$ cat src/rtl/ushift_reg_if.sv
// Control/data bundle for ushift_reg: the datapath side drives mode, data and serial fills,
// and the register returns its contents and burst status.
interface ushift_reg_if #(
    parameter int N = 16
);
    logic         en;
    logic [2:0]   mode;
    logic [N-1:0] d;
    logic         sin_l;
    logic         sin_r;
    logic [N-1:0] q;
    logic         sout;
    logic         busy;
    logic         done;

    modport master (
        output en, mode, d, sin_l, sin_r,
        input  q, sout, busy, done
    );

    modport slave (
        input  en, mode, d, sin_l, sin_r,
        output q, sout, busy, done
    );
endinterface

$ cat src/rtl/ushift_reg.sv
// Multi-mode N-bit register: hold/load/shift/rotate/clear, plus a self-timed burst that
// serialises a loaded word LSB-first on sout over N enabled cycles.
module ushift_reg #(
    parameter int N  = 16,
    parameter int CW = $clog2(N)
) (
    input  logic           clk,
    input  logic           rst,
    ushift_reg_if.slave    bus
);

    typedef enum logic [1:0] {
        IDLE  = 2'b00,
        BURST = 2'b01,
        DONE  = 2'b10
    } state_e;

    typedef enum logic [2:0] {
        MODE_HOLD  = 3'b000,
        MODE_LOAD  = 3'b001,
        MODE_SHL   = 3'b010,
        MODE_SHR   = 3'b011,
        MODE_ROL   = 3'b100,
        MODE_ROR   = 3'b101,
        MODE_CLR   = 3'b110,
        MODE_BURST = 3'b111
    } mode_e;

    localparam logic [CW-1:0] CNT_LAST = CW'(N - 1);

    state_e        state, state_nx;
    logic [N-1:0]  q_r, q_nx;
    logic [CW-1:0] cnt, cnt_nx;

    always_ff @(posedge clk) begin
        // NOTE: state registers use non-blocking assignments so every flop samples pre-edge values.
        if (rst) begin
            state <= IDLE;
            q_r   <= '0;
            cnt   <= '0;
        end else begin
            state <= state_nx;
            q_r   <= q_nx;
            cnt   <= cnt_nx;
        end
    end

    always_comb begin
        // NOTE: defaults first so every path assigns every output and no latch is inferred.
        state_nx = state;
        q_nx     = q_r;
        cnt_nx   = cnt;

        case (state)
            IDLE, DONE: begin
                // DONE lasts one cycle whatever en does; a new burst overrides this below.
                if (state == DONE) state_nx = IDLE;
                if (bus.en) begin
                    case (mode_e'(bus.mode))
                        MODE_HOLD:  q_nx = q_r;
                        MODE_LOAD:  q_nx = bus.d;
                        MODE_SHL:   q_nx = {q_r[N-2:0], bus.sin_r};
                        MODE_SHR:   q_nx = {bus.sin_l, q_r[N-1:1]};
                        MODE_ROL:   q_nx = {q_r[N-2:0], q_r[N-1]};
                        MODE_ROR:   q_nx = {q_r[0], q_r[N-1:1]};
                        MODE_CLR:   q_nx = '0;
                        MODE_BURST: begin
                            q_nx     = bus.d;
                            cnt_nx   = '0;
                            state_nx = BURST;
                        end
                    endcase
                end
            end

            BURST: begin
                if (bus.en) begin
                    q_nx = {bus.sin_l, q_r[N-1:1]};
                    if (cnt == CNT_LAST) state_nx = DONE;
                    else                 cnt_nx   = cnt + 1'b1;
                end
            end

            // Illegal encoding recovers to IDLE with q held.
            default: state_nx = IDLE;
        endcase
    end

    assign bus.q    = q_r;
    assign bus.sout = q_r[0];
    assign bus.busy = (state == BURST);
    assign bus.done = (state == DONE);

endmodule

$ cat src/flat_wrapper.sv
// flat-port wrapper written by rule: the top's interface ports become plain ports
module ushift_reg_flat 
#(
    parameter int N  = 16,
    parameter int CW = $clog2(N)
)
  (clk, rst, bus_en, bus_mode, bus_d, bus_sin_l, bus_sin_r, bus_q, bus_sout, bus_busy, bus_done);
  ushift_reg_if #(.N(N)) bus_i ();
  input  logic clk;
  input  logic rst;
  input wire logic [$bits(bus_i.en)-1:0] bus_en;
  input wire logic [$bits(bus_i.mode)-1:0] bus_mode;
  input wire logic [$bits(bus_i.d)-1:0] bus_d;
  input wire logic [$bits(bus_i.sin_l)-1:0] bus_sin_l;
  input wire logic [$bits(bus_i.sin_r)-1:0] bus_sin_r;
  output wire logic [$bits(bus_i.q)-1:0] bus_q;
  output wire logic [$bits(bus_i.sout)-1:0] bus_sout;
  output wire logic [$bits(bus_i.busy)-1:0] bus_busy;
  output wire logic [$bits(bus_i.done)-1:0] bus_done;
  assign bus_i.en = bus_en;
  assign bus_i.mode = bus_mode;
  assign bus_i.d = bus_d;
  assign bus_i.sin_l = bus_sin_l;
  assign bus_i.sin_r = bus_sin_r;
  assign bus_q = bus_i.q;
  assign bus_sout = bus_i.sout;
  assign bus_busy = bus_i.busy;
  assign bus_done = bus_i.done;
  ushift_reg #(.N(N), .CW(CW)) u_core (.clk(clk), .rst(rst), .bus(bus_i));
endmodule
$ cat config.mk
export PLATFORM = sky130hd
export DESIGN_NAME = ushift_reg_flat
export DESIGN_NICKNAME = d
export VERILOG_FILES = /design/src/rtl/ushift_reg_if.sv /design/src/rtl/ushift_reg.sv /design/src/flat_wrapper.sv
export SDC_FILE = /design/constraint.sdc
export NUM_CORES = 1
export LEC_CHECK = 0
export CORE_UTILIZATION = 48
export DETAILED_ROUTE_END_ITERATION = 12
export HOLD_SLACK_MARGIN = 0.15
export PLACE_DENSITY_LB_ADDON = 0.3
export SKIP_LAST_GASP = 1
export SLEW_MARGIN = 40
export SYNTH_ARGS = -nofsm -noshare
export SYNTH_HDL_FRONTEND = slang
export SYNTH_SLANG_ARGS = --single-unit
$ cat constraint.sdc
create_clock -name clk -period 3.2 [get_ports clk]
set_clock_uncertainty 0.1 [all_clocks]
set_input_delay 0.96 -clock clk [delete_from_list [all_inputs] [get_ports clk]]
set_output_delay 0.96 -clock clk [all_outputs]
set_load 0.01 [all_outputs]
# [Yosys cells after proc, flatten, opt, wreduce, memory -nomap -nowiden]
# Index checks and enable logic that the tools add are counted.
[word_totals] regBits=22 input_bits=24
[classes] n_reduce_logical=8 eq_ne=16 n_mux=15 add_sub_neg=1
[ops] op="one-hot mux 16 bit (6 select lines)" n=1
[ops] op="two-way mux 16 bit" n=2
[ops] op="one-hot mux 16 bit (2 select lines)" n=1
[ops] op="two-way mux 4 bit" n=4
[ops] op="equality test 3 bit (second input constant)" n=4
[ops] op="two-way mux 2 bit" n=5
[ops] op="inequality test 2 bit (second input constant)" n=5
[ops] op="one-hot mux 4 bit (2 select lines)" n=1
[ops] op="equality test 3 x 2 -> 1 bit (second input constant)" n=2
[ops] op="AND reduction 5 bit" n=1
[ops] op="adder 4 x 1 -> 4 bit (second input constant)" n=1
[ops] op="equality test 4 bit (second input constant)" n=1
[ops] op="one-hot mux 2 bit (2 select lines)" n=1
[ops] op="AND reduction 4 bit" n=1
[ops] op="OR reduction 2 bit" n=2
[ops] op="equality test 3 x 1 -> 1 bit (second input constant)" n=1
[ops] op="zero test 3 bit" n=1
[ops] op="equality test 2 x 1 -> 1 bit (second input constant)" n=1
[ops] op="equality test 2 bit (second input constant)" n=1
[ops] op="zero test 2 bit" n=1
[ops] op="inequality test 2 x 1 -> 1 bit (second input constant)" n=1
[ops] op="AND reduction 2 bit" n=1
[ops] op="nonzero test 2 bit" n=1

# [Logic depth before layout (Yosys ltp)]
# Gate-level depths: netlist (run 1).
[logic_depth] ltp_word=5 ltp_mapped=7 mapped_depth_nobuf=5

# [Worst setup path after synthesis (run 1)]
# Ideal clock, no wire load.
[synth_path] path_type="input to register" start="input port bus_mode[0]" end="register u_core.q_r[14] (netlist: u_core.bus.q[14])" n_path_buf=2 stages=6 slack_ps=913 arrival_time_ps=2048 path_cell_list="or4_1 -> and3_1 -> buf_6 -> buf_2 -> nor2_1 -> a311oi_2"
[synth_via] elab_chain_len=5 elab_cells_between_ends=14 classes_between="eq/ne (8); mux (3); reduce/logical (3)"
[synth_lines] item="start, declared" line_no="flat_wrapper.sv:12" source="input wire logic [$bits(bus_i.mode)-1:0] bus_mode;"
[synth_lines] item="equality test 3 x 1 -> 1 bit or equality test 3 bit (tied branches)" line_no="ushift_reg.sv:59" source="case (mode_e'(bus.mode))"
[synth_lines] item="OR reduction 2 bit (no source line)"
[synth_lines] item="one-hot mux 16 bit (6 select lines)" line_no="ushift_reg.sv:59"
[synth_lines] item="two-way mux 16 bit" line_no="ushift_reg.sv:58" source="if (bus.en) begin"
[synth_lines] item="one-hot mux 16 bit (2 select lines)" line_no="ushift_reg.sv:54" source="case (state)"
[synth_lines] item="end signal, assigned" line_no="ushift_reg.sv:43" source="q_r <= q_nx;"
[synth_lines] item="end, declared" line_no="ushift_reg.sv:32" source="logic [N-1:0] q_r, q_nx;"
# Several ways; a longest one is shown, not always the timed one. The select of a mux whose other input is x is not followed.
# A chain may end at the register's enable or synchronous reset.

# [Worst setup path after layout (run 1)]
[layout_path] start="register u_core.state[1]" end="output port bus_busy"
[layout_via] elab_chain_len=1
[layout_lines] item="start, declared" line_no="ushift_reg.sv:31" source="state_e state, state_nx;"
[layout_lines] item="start signal, assigned" line_no="ushift_reg.sv:42" source="state <= state_nx;"
[layout_lines] item="equality test 2 x 1 -> 1 bit" line_no="ushift_reg.sv:91" source="assign bus.busy = (state == BURST);"
[layout_lines] item="end, declared" line_no="flat_wrapper.sv:18" source="output wire logic [$bits(bus_i.busy)-1:0] bus_busy;"
# No other way between the ends.

==> results of run 1 <==
==> worst max-delay path by stage <==
| stage | from | end | slack, ns | cells past startpoint |
|---|---|---|---|---|
| final | u_core.state[1] | bus_busy | 0.35 | 3 |
| after global routing | u_core.state[1] | bus_busy | 0.24 | 3 |
| after CTS | u_core.state[1] | bus_busy | 0.35 | 3 |
| after detailed placement | bus_mode[1] | u_core.bus.q[7] | 0.26 | 6 |
| after global placement | bus_mode[0] | u_core.bus.q[0] | 0.32 | 6 |
| after floorplan | bus_mode[0] | u_core.bus.q[14] | 0.91 | 6 |
==> metal layers <==
layer	global-route usage, %	routed length [µm]	vias to the layer above
met1	29.0	1370	625
met2	40.9	1560	38
met3	2.90	138	6
met5	0	0	-
li1	-	-	624
met4	8.77	39	0
==> power by group through the flow <==
stage                     registers, µW  clock network [µW]  logic, µW
after floorplan                     318                   0       83.0
after global placement              314                   0        162
after detailed placement            314                   0        165
after CTS                           308                 130        167
after global routing                311                 140        180
final                               308                 128        167
==> cell type report <==
cell class	count	area, µm²
clock buffer	3	22.5
fill	211	776
inverter	5	18.8
multi-input combinational	107	694
sequential	22	440
tap	30	37.5
timing repair buffer	48	465
==> synthesized netlist by cell type <==
library cell / number
a21oi_1: 7
a22oi_1: 15
a311oi_1: 7
a311oi_2: 7
a31o_2: 2
a41oi_1: 2
and2_0: 1
and3_1: 4
buf_2: 6
buf_4: 1
buf_6: 3
clkbuf_1: 3
clkinv_1: 1
dfxtp_1: 22
ha_1: 1
inv_1: 4
nand2_1: 18
nand2b_1: 3
nand3_1: 5
nand3b_1: 1
nand4_1: 3
nand4b_1: 2
nor2_1: 17
nor2b_1: 1
nor3_1: 2
nor3b_1: 2
o21ai_0: 2
o21ai_2: 1
or2_2: 1
or4_1: 1
or4b_1: 1
xnor2_1: 1
==> metrics by stage <==
step	hold WS (ns)	utilization [%]	area, µm²	power (µW)	setup slack (ns)
after global routing	0.439	68.4	1680	632	0.245
after detailed placement	0.389	67.5	1660	479	0.260
after CTS	0.408	68.4	1680	605	0.349
after global placement	0.374	67.5	1660	475	0.321
final	0.406	68.4	1680	603	0.351
after floorplan	0.356	-	1240	401	0.913
==> flip-flops by register name (all words and copies together) (netlist names) <==
register,cells
u_core.state,2
u_core.cnt,4
u_core.bus.q,16
==> logic make-up after synthesis <==
family / Yosys count / synth area share, %
flip-flops: 22 / 35.6
buffers and inverters: 18 / 8.20
adder cells (fa/ha/maj): 1 / 1.01
AO/OA/AOI/OAI: 43 / 29.8
XOR/XNOR: 1 / 0.709
AND/OR/NAND/NOR: 62 / 24.7
==> worst max-delay path: stages, from the launching register on <==
cell and delay, ns:
dfxtp_1 0.38, nand2b_1 0.33, clkinv_1 0.24, clkdlybuf4s50_1 0.54
==> key figures, run 1 <==
Timing
  • Crit share post-route: 89.0%
  • Rel. slew slack: 77.0%
  • Finish-stage setup viols: 0
  • Min cycle time layout: 2.85 ns
  • Setup TNS Final: 0 ns
  • Max-slew violations: 0
  • Final hold violations: 0
  • FMAX: 0.351 GHz
  • Tightest Pin Transition: 0.345 ns
  • RSZ-0062 raised after global routing: false

Power
  • Sequential power share: 51.1%
  • Sw Pwr: 178 µW
  • Static Leak: 0.000573 µW
  • Clock group share of total power: 21.3%
  • Maximum vdd ir drop: 291 µV
  • Sw Ratio: 29.6%
  • Combinational power share: 27.6%
  • PD cells: 359 mW/mm²
  • Internal power: 425 µW

Synthesis
  • Post-Syn Instances: 147
  • Dominant cells by area after synthesis: dfxtp_1 36%, a22oi_1 9.1%, a311oi_2 8.5%
  • Synth top area share: 35.6%
  • Mapped Nets: 172
  • Mapped Area: 0.00124 mm²
  • Mapped Avg Cell Area: 8.41 µm²
  • YS warnings: 0
  • Yosys top cell by area: dfxtp_1
  • Seq cells post-synth: 22
  • Distinct cells, synth: 32
  • Sequential cell area fraction in the yosys report: 35.6%

Setup path
  • FF-to-FF Start: u_core.state[1]
  • Critical path arrival: 1.79 ns
  • Worst setup EP type: primary output
  • Flop2flop setup slack: 1.24 ns
  • Setup CP Type: reg -> out
  • Startpoint types: flip-flop
  • Critical path fanouts, max: 9
  • Cell depth of the worst flop-to-flop path: 5
  • WP data required: 2.14 ns
  • Reg2reg end: u_core.bus.q[6]

Place
  • Routability-driven placement congestion ratio: 0.843
  • Placed Cells: 212
  • Port bufs: 42
  • Post-detail-place hpwl: 2260 µm

Global route
  • Vias in the first global route: 1,158
  • First-pass GRT wire length: 4820 µm
  • GRT overflow: 0
  • Total GRT Usage: 23.5%
  • Initial antenna violation count: 0
  • Largest net degree at the start of global routing: 33

Flow run
  • Max Cap Violations: 0

Clocking
  • Clock sinks: 22
  • TritonCTS clock tree: yes
  • PostCTS Resize Cnt: 0
  • Later-pin clock latency in the skew report: 0.30 ns
  • H-tree levels: 1
  • Max clock buf depth: 2
  • Hold_buf cts: 0
  • Clock root cell: clkbuf_4
  • Setup Fix Bufs, Post-CTS: 0
  • Total CTS buffers: 3
  • Clock Pin Slew Worst Setup and Hold Paths: 0.12 ns

Drt
  • DR iter-0 viols: 37
  • Via density: 6.01
  • Residual DRC count: 0
  • Remaining antenna violation count after routing: 0
  • Final Routed Wirelength: 3110 µm
  • Routed length per instance: 14.5 µm
  • 1st-pass router iterations: 4
  • Vias: 1,293

Hold path
  • End of the worst hold path: u_core.cnt[1]
  • Hold crit path type: reg -> reg
  • Hold path depth: 2
  • HP Start: u_core.cnt[1]

Final layout
  • Most common cell after layout, fill and taps aside: clkdlybuf4s50_1
  • Inserted Diodes: 0
  • Post-Layout Cell Count: 215
  • Area growth syn-to-layout: 35.8%
  • Final net count: 212
  • Layout cells sized above 1: 10.8%
  • Most frequent cells in the layout: 42 x clkdlybuf4s50_1, 22 x dfxtp_1, 18 x nand2_1

Floorplan
  • IO Pins: 43
  • Die height: 52.8 µm
  • Starting Density: 50.4%
  • DIE AREA: 0.00278 mm²
  • Core area: 0.00245 mm²
  • Rows: 18
  • Chip Width: 52.8 µm

Status
  • Run status: finished clean
No activity file was read; power rests on OpenSTA's default activity.
==> inputs of run 2 (changes only) <==
--- a/config.mk
+++ b/config.mk
@@ -5,12 +5,13 @@
 export SDC_FILE = /design/constraint.sdc
 export NUM_CORES = 1
 export LEC_CHECK = 0
-export CORE_UTILIZATION = 48
+export ABC_AREA = 1
+export CORE_UTILIZATION = 49
 export DETAILED_ROUTE_END_ITERATION = 12
 export HOLD_SLACK_MARGIN = 0.15
 export PLACE_DENSITY_LB_ADDON = 0.3
 export SKIP_LAST_GASP = 1
-export SLEW_MARGIN = 40
+export SLEW_MARGIN = 20
 export SYNTH_ARGS = -nofsm -noshare
 export SYNTH_HDL_FRONTEND = slang
 export SYNTH_SLANG_ARGS = --single-unit
==> key figures, run 2 <==
Synthesis
  • Mapped Area: 0.00129 mm² (was 0.00124 mm²)
  • Simple-gate share of the synthesized area: 24.1% (was 24.7%)
  • Mapped Nets: 229 (was 172)
  • EDFF count, synth: 0 (unchanged)
  • Distinct cells, synth: 23 (was 32)
  • Synth Area in Adders: 0.971% (was 1.01%)
  • YS warnings: 0 (unchanged)
  • Synth cell count leaders: 43 x nand2_1, 36 x a21oi_1, 25 x inv_1 (was 22 x dfxtp_1, 18 x nand2_1, 17 x nor2_1)
  • Synth Area in Compound Gates: 28.3% (was 29.8%)
  • Mapped Avg Cell Area: 6.32 µm² (was 8.41 µm²)
  • Post-Synth XOR/XNOR Area: 0.680% (was 0.709%)
  • Seq cells post-synth: 22 (unchanged)
  • Sequential cell area fraction in the yosys report: 34.2% (was 35.6%)
  • Dominant cells by area after synthesis: dfxtp_1 34%, a21oi_1 14%, nand2_1 13% (was dfxtp_1 36%, a22oi_1 9.1%, a311oi_2 8.5%)
  • Post-Syn Instances: 204 (was 147)
  • Yosys top cell by area: dfxtp_1 (unchanged)
  • Synth top area share: 34.2% (was 35.6%)
  • Most frequent cell after synthesis: nand2_1 (was dfxtp_1)
  • Combinational family with the most area after synthesis: compound AO/OA/AOI/OAI gates (unchanged)
  • Post-synthesis mux area share: 0% (unchanged)
  • Synth Flop Type: dfxtp_1 (unchanged)
  • Fraction of registers with async set/reset: 0% (unchanged)

Global route
  • First-pass GRT wire length: 4890 µm (was 4820 µm)
  • Largest net degree at the start of global routing: 20 (was 33)
  • GRT overflow: 0 (unchanged)
  • Total GRT Usage: 23.3% (was 23.5%)
  • Initial antenna violation count: 0 (unchanged)
  • Vias in the first global route: 1,120 (was 1,158)

Clocking
  • Later-pin clock latency in the skew report: 0.31 ns (was 0.30 ns)
  • Max clock buf depth: 2 (unchanged)
  • PostCTS Resize Cnt: 0 (unchanged)
  • TritonCTS clock tree: yes (unchanged)
  • Clock Pin Slew Worst Setup and Hold Paths: 0.11 ns (was 0.12 ns)
  • Setup Fix Bufs, Post-CTS: 0 (unchanged)
  • H-tree levels: 1 (unchanged)
  • Hold_buf cts: 0 (unchanged)
  • Total CTS buffers: 3 (unchanged)
  • Clock sinks: 22 (unchanged)
  • Clock root cell: clkbuf_4 (unchanged)

Drt
  • Routed length per instance: 11.3 µm (was 14.5 µm)
  • 1st-pass router iterations: 4 (unchanged)
  • Final Routed Wirelength: 3070 µm (was 3110 µm)
  • Remaining antenna violation count after routing: 0 (unchanged)
  • Vias: 1,426 (was 1,293)
  • DR iter-0 viols: 50 (was 37)
  • Via density: 5.24 (was 6.01)
  • Residual DRC count: 0 (unchanged)

Timing
  • Max-slew violations: 0 (unchanged)
  • Finish-stage setup viols: 0 (unchanged)
  • Rel. slew slack: 65.1% (was 77.0%)
  • FMAX: 0.362 GHz (was 0.351 GHz)
  • Min cycle time layout: 2.76 ns (was 2.85 ns)
  • RSZ-0062 raised after global routing: false (unchanged)
  • Tightest Pin Transition: 0.522 ns (was 0.345 ns)
  • Final hold violations: 0 (unchanged)
  • Setup TNS Final: 0 ns (unchanged)
  • Crit share post-route: 86.3% (was 89.0%)

Flow run
  • Max Cap Violations: 0 (unchanged)

Final layout
  • Most frequent cells in the layout: 43 x nand2_1, 42 x clkdlybuf4s50_1, 36 x a21oi_1 (was 42 x clkdlybuf4s50_1, 22 x dfxtp_1, 18 x nand2_1)
  • Sequential cell area: 440 µm² (unchanged)
  • Final Instance Area: 0.00173 mm² (was 0.00168 mm²)
  • Inserted Diodes: 0 (unchanged)
  • Final net count: 269 (was 212)
  • Multi-input gate area: 697 µm² (was 694 µm²)
  • Fillers: 235 (was 211)
  • Layout cells sized above 1: 4.96% (was 10.8%)
  • Most common cell after layout, fill and taps aside: nand2_1 (was clkdlybuf4s50_1)
  • Number of flip-flops in the largest register: 16 (unchanged)
  • Area growth syn-to-layout: 34.3% (was 35.8%)

Place
  • Placed cell areas: 0.00171 mm² (was 0.00166 mm²)
  • Post-detail-place hpwl: 2230 µm (was 2260 µm)
  • Routability-driven placement congestion ratio: 0.855 (was 0.843)
  • Port bufs: 42 (unchanged)

Setup path
  • Critical path fanouts, max: 19 (was 9)
  • CP bufs+invs: 2 (unchanged)
  • Worst setup EP type: primary output (unchanged)
  • Top delay family on crit path: buffers and inverters (unchanged)
  • Setup CP Type: reg -> out (unchanged)
  • Critical path arrival: 1.70 ns (was 1.79 ns)
  • WP data required: 2.14 ns (about the same)
  • Startpoint types: flip-flop (unchanged)
  • Crit path cell chain: nand2_2 > inv_2 > clkdlybuf4s50_1 (was nand2b_1 > clkinv_1 > clkdlybuf4s50_1)
  • CP max stage delay: 0.55 ns (was 0.54 ns)
  • CP max stage cell: clkdlybuf4s50_1 (unchanged)

Status
  • Run status: finished clean (unchanged)

Power
  • Static Leak: 0.000732 µW (was 0.000573 µW)
  • PD cells: 346 mW/mm² (was 359 mW/mm²)
  • Maximum vdd ir drop: 301 µV (was 291 µV)

Floorplan
  • DIE AREA: 0.00284 mm² (was 0.00278 mm²)
  • IO Pins: 43 (unchanged)
  • Chip Width: 53.3 µm (was 52.8 µm)
  • Core area: 0.00248 mm² (was 0.00245 mm²)
  • Starting Density: 52.0% (was 50.4%)
  • Die height: 53.3 µm (was 52.8 µm)
  • Rows: 18 (unchanged)

Hold path
  • Hold crit path type: reg -> reg (unchanged)
-- run 2: worst paths after layout --
path / from / to / slack [ns] / depth (start not counted)
worst max-delay path: u_core.state[0] / bus_busy / 0.44 / 3
worst min-delay path: u_core.cnt[1] / u_core.cnt[1] / 0.42 / 2
worst max register to register: u_core.state[1] / u_core.bus.q[11] / 1.48 / 5
worst min register to register: u_core.cnt[1] / u_core.cnt[1] / 0.42 / 2
-- run 2: cell families (layout without fill, tap and decap cells) --
kind of cell,count (synthesis),after routing
fa+ha+maj,1,1
compound gates,71,71
xor+xnor,1,1
simple gates,73,73
buf+inv,36,74
flops,22,22
-- run 2: final cells by class --
cell class / count / area share [%]
Multi-Input combinational cell: 146 / 40.3
Sequential cell: 22 / 25.5
Timing Repair Buffer: 43 / 24.7
Inverter: 28 / 6.07
Tap cell: 30 / 2.17
Clock buffer: 3 / 1.30
-- run 2: worst register-to-register path: cells and delay by family (launching register included) --
kind / cells / cell delay [ns]
flops: 1 / 0.34
simple gates: 2 / 0.76
compound gates: 2 / 0.36
buf+inv: 1 / 0.06
-- run 2: metal layers --
| layer | global-route usage, % | part of all wire (%) | vias to the layer above |
|---|---|---|---|
| met5 | 0 | 0 | - |
| met4 | 3.95 | 0.78 | 0 |
| met3 | 5.17 | 4.4 | 5 |
| met2 | 39.2 | 48 | 31 |
| met1 | 30.4 | 46 | 630 |
| li1 | - | - | 760 |
-- run 2: power by group --
group	total [µW]	switching (µW)	internal, µW
Sequential	309	17.9	291
Clock	125	80.6	44.0
Combinational	165	82.1	83.2
-- run 2: through the flow --
stage               std cells  hold slack, ns  utilization, %  total power [µW]  setup WS (ns)
floorplan                 204           0.373               -               400           1.28
global placement          269           0.397            68.9               478          0.518
detailed placement        269           0.404            68.9               480          0.460
CTS                       272           0.421            69.8               601          0.428
global route              272           0.450            69.8               629          0.326
finish                    272           0.417            69.8               599          0.437
==> inputs of run 3 (changes only) <==
--- a/config.mk
+++ b/config.mk
@@ -6,6 +6,7 @@
 export NUM_CORES = 1
 export LEC_CHECK = 0
 export ABC_AREA = 1
+export CORE_ASPECT_RATIO = 0.5
 export CORE_UTILIZATION = 49
 export DETAILED_ROUTE_END_ITERATION = 12
 export HOLD_SLACK_MARGIN = 0.15
==> key figures, run 3 (synthesized netlist as in run 2, its figures left out) <==
Global route
  • Vias in the first global route: 1,340 (was 1,120)
  • Total GRT Usage: 25.7% (was 23.3%)
  • GRT overflow: 0 (unchanged)
  • Initial antenna violation count: 0 (unchanged)
  • Largest net degree at the start of global routing: 20 (unchanged)
  • First-pass GRT wire length: 5500 µm (was 4890 µm)

Timing
  • FMAX: 0.367 GHz (was 0.362 GHz)
  • Crit share post-route: 85.0% (was 86.3%)
  • RSZ-0062 raised after global routing: false (unchanged)
  • WHS: 0.406 ns (was 0.417 ns)
  • Max-slew violations: 0 (unchanged)
  • Rel. slew slack: 64.9% (was 65.1%)
  • Min cycle time layout: 2.72 ns (was 2.76 ns)
  • Final hold violations: 0 (unchanged)
  • Finish-stage setup viols: 0 (unchanged)
  • Final setup margin: 0.478 ns (was 0.437 ns)
  • Tightest Pin Transition: 0.525 ns (was 0.522 ns)
  • Setup TNS Final: 0 ns (unchanged)

Floorplan
  • Die height: 38.3 µm (was 53.3 µm)
  • IO Pins: 43 (unchanged)
  • Chip Width: 74.5 µm (was 53.3 µm)
  • Rows: 12 (was 18)
  • Core area: 0.00234 mm² (was 0.00248 mm²)
  • Starting Density: 55.0% (was 52.0%)
  • DIE AREA: 0.00285 mm² (was 0.00284 mm²)

Power
  • Clock group share of total power: 35.1% (was 20.8%)
  • Internal power: 541 µW (was 418 µW)
  • PD cells: 411 mW/mm² (was 346 mW/mm²)
  • Sequential power share: 42.1% (was 51.6%)
  • Sw Pwr: 192 µW (was 181 µW)
  • Static Leak: 0.000754 µW (was 0.000732 µW)
  • Maximum vdd ir drop: 338 µV (was 301 µV)
  • Combinational power share: 22.8% (was 27.6%)
  • Sw Ratio: 26.2% (was 30.2%)

Setup path
  • Top delay family on crit path: buffers and inverters (unchanged)
  • Worst setup EP type: primary output (unchanged)
  • CP max stage cell: clkdlybuf4s50_1 (unchanged)
  • Startpoint types: flip-flop (unchanged)
  • Setup CP Type: reg -> out (unchanged)
  • Crit path cell chain: nand2_2 > inv_2 > clkdlybuf4s50_1 (unchanged)
  • Cell depth of the worst flop-to-flop path: 5 (unchanged)
  • Critical path origin: u_core.state[0] (unchanged)
  • Critical path fanouts, max: 19 (unchanged)
  • CP max stage delay: 0.55 ns (about the same)
  • CP Depth: 3 (unchanged)
  • Critical path arrival: 1.66 ns (was 1.70 ns)
  • WP data required: 2.14 ns (about the same)
  • FF-to-FF Start: u_core.state[1] (unchanged)
  • CP bufs+invs: 2 (unchanged)

Final layout
  • Inserted Diodes: 0 (unchanged)
  • Layout cells sized above 1: 5.35% (was 4.96%)
  • Most frequent cells in the layout: 43 x nand2_1, 42 x clkdlybuf4s50_1, 36 x a21oi_1 (unchanged)
  • Final Instance Area: 0.00179 mm² (was 0.00173 mm²)
  • Area growth syn-to-layout: 38.5% (was 34.3%)
  • Final net count: 269 (unchanged)
  • Number of flip-flops in the largest register: 16 (unchanged)
  • Most common cell after layout, fill and taps aside: nand2_1 (unchanged)
  • Post-Layout Cell Count: 278 (was 272)

Place
  • Placed cell areas: 0.00171 mm² (about the same)
  • Routability-driven placement congestion ratio: 0.818 (was 0.855)
  • Placed Cells: 274 (was 269)
  • Port bufs: 42 (unchanged)
  • Dpl ws: 0.486 ns (was 0.460 ns)
  • Post-detail-place hpwl: 2340 µm (was 2230 µm)

Clocking
  • Clock Pin Slew Worst Setup and Hold Paths: 0.07 ns (was 0.11 ns)
  • PostCTS Resize Cnt: 0 (unchanged)
  • TritonCTS clock tree: yes (unchanged)
  • Hold_buf cts: 0 (unchanged)
  • H-tree levels: 1 (unchanged)
  • Later-pin clock latency in the skew report: 0.26 ns (was 0.31 ns)
  • Total CTS buffers: 3 (unchanged)
  • Setup Fix Bufs, Post-CTS: 0 (unchanged)
  • Clock sinks: 22 (unchanged)
  • Max clock buf depth: 2 (unchanged)
  • Clock root cell: clkbuf_8 (was clkbuf_4)

Drt
  • Remaining antenna violation count after routing: 0 (unchanged)
  • Routed length per instance: 11.7 µm (was 11.3 µm)
  • Residual DRC count: 0 (unchanged)
  • Final Routed Wirelength: 3260 µm (was 3070 µm)
  • DR iter-0 viols: 131 (was 50)
  • Vias: 1,462 (was 1,426)
  • Via density: 5.26 (was 5.24)
  • 1st-pass router iterations: 4 (unchanged)

Hold path
  • Hold path depth: 2 (unchanged)
  • HP Start: u_core.cnt[1] (unchanged)
  • Hold crit path type: reg -> reg (unchanged)

Status
  • Run status: finished clean (unchanged)

Flow run
  • Max Cap Violations: 0 (unchanged)
==> run 3: metrics by stage <==
step                util [%]  total power (µW)
global placement        73.2               476
detailed placement      73.2               480
finish                  76.2               734
CTS                     76.2               734
floorplan                  -               400
global route            76.2               771
==> run 3: tightest hold or removal path, stage by stage (launching register included) <==
cell	delay (ns)
dfxtp_1	0.33
nand3_1	0.08
a21oi_1	0.06
==> run 3: layout make-up <==
cell class | count | area (µm²)
clock buffers | 3 | 41.3
well taps | 35 | 43.8
inverters | 28 | 105
clock inverters | 1 | 30.0
multi-input cells | 146 | 697
repair buffers | 43 | 428
flip-flops and latches | 22 | 440
fillers | 197 | 557
==> run 3: metal layers <==
metal	GRT usage, %	routed length, µm	vias to the layer above
met3	6.58	281	2
met1	31.4	1440	644
met5	0	0	-
met2	47.1	1530	61
li1	-	-	755
met4	3.77	8	0
==> run 3: worst paths after layout <==
path	endpoint	slack, ns
worst max-delay path	bus_busy	0.48
worst min-delay path	u_core.cnt[1]	0.41
worst min register to register	u_core.cnt[1]	0.41
worst max register to register	u_core.bus.q[6]	1.45
==> run 3: power by group through the flow <==
stage | Sequential, µW | Combinational [µW] | Clock (µW)
floorplan | 319 | 81.6 | 0
global placement | 315 | 161 | 0
detailed placement | 315 | 165 | 0
CTS | 309 | 167 | 259
global route | 311 | 187 | 273
finish | 309 | 167 | 257
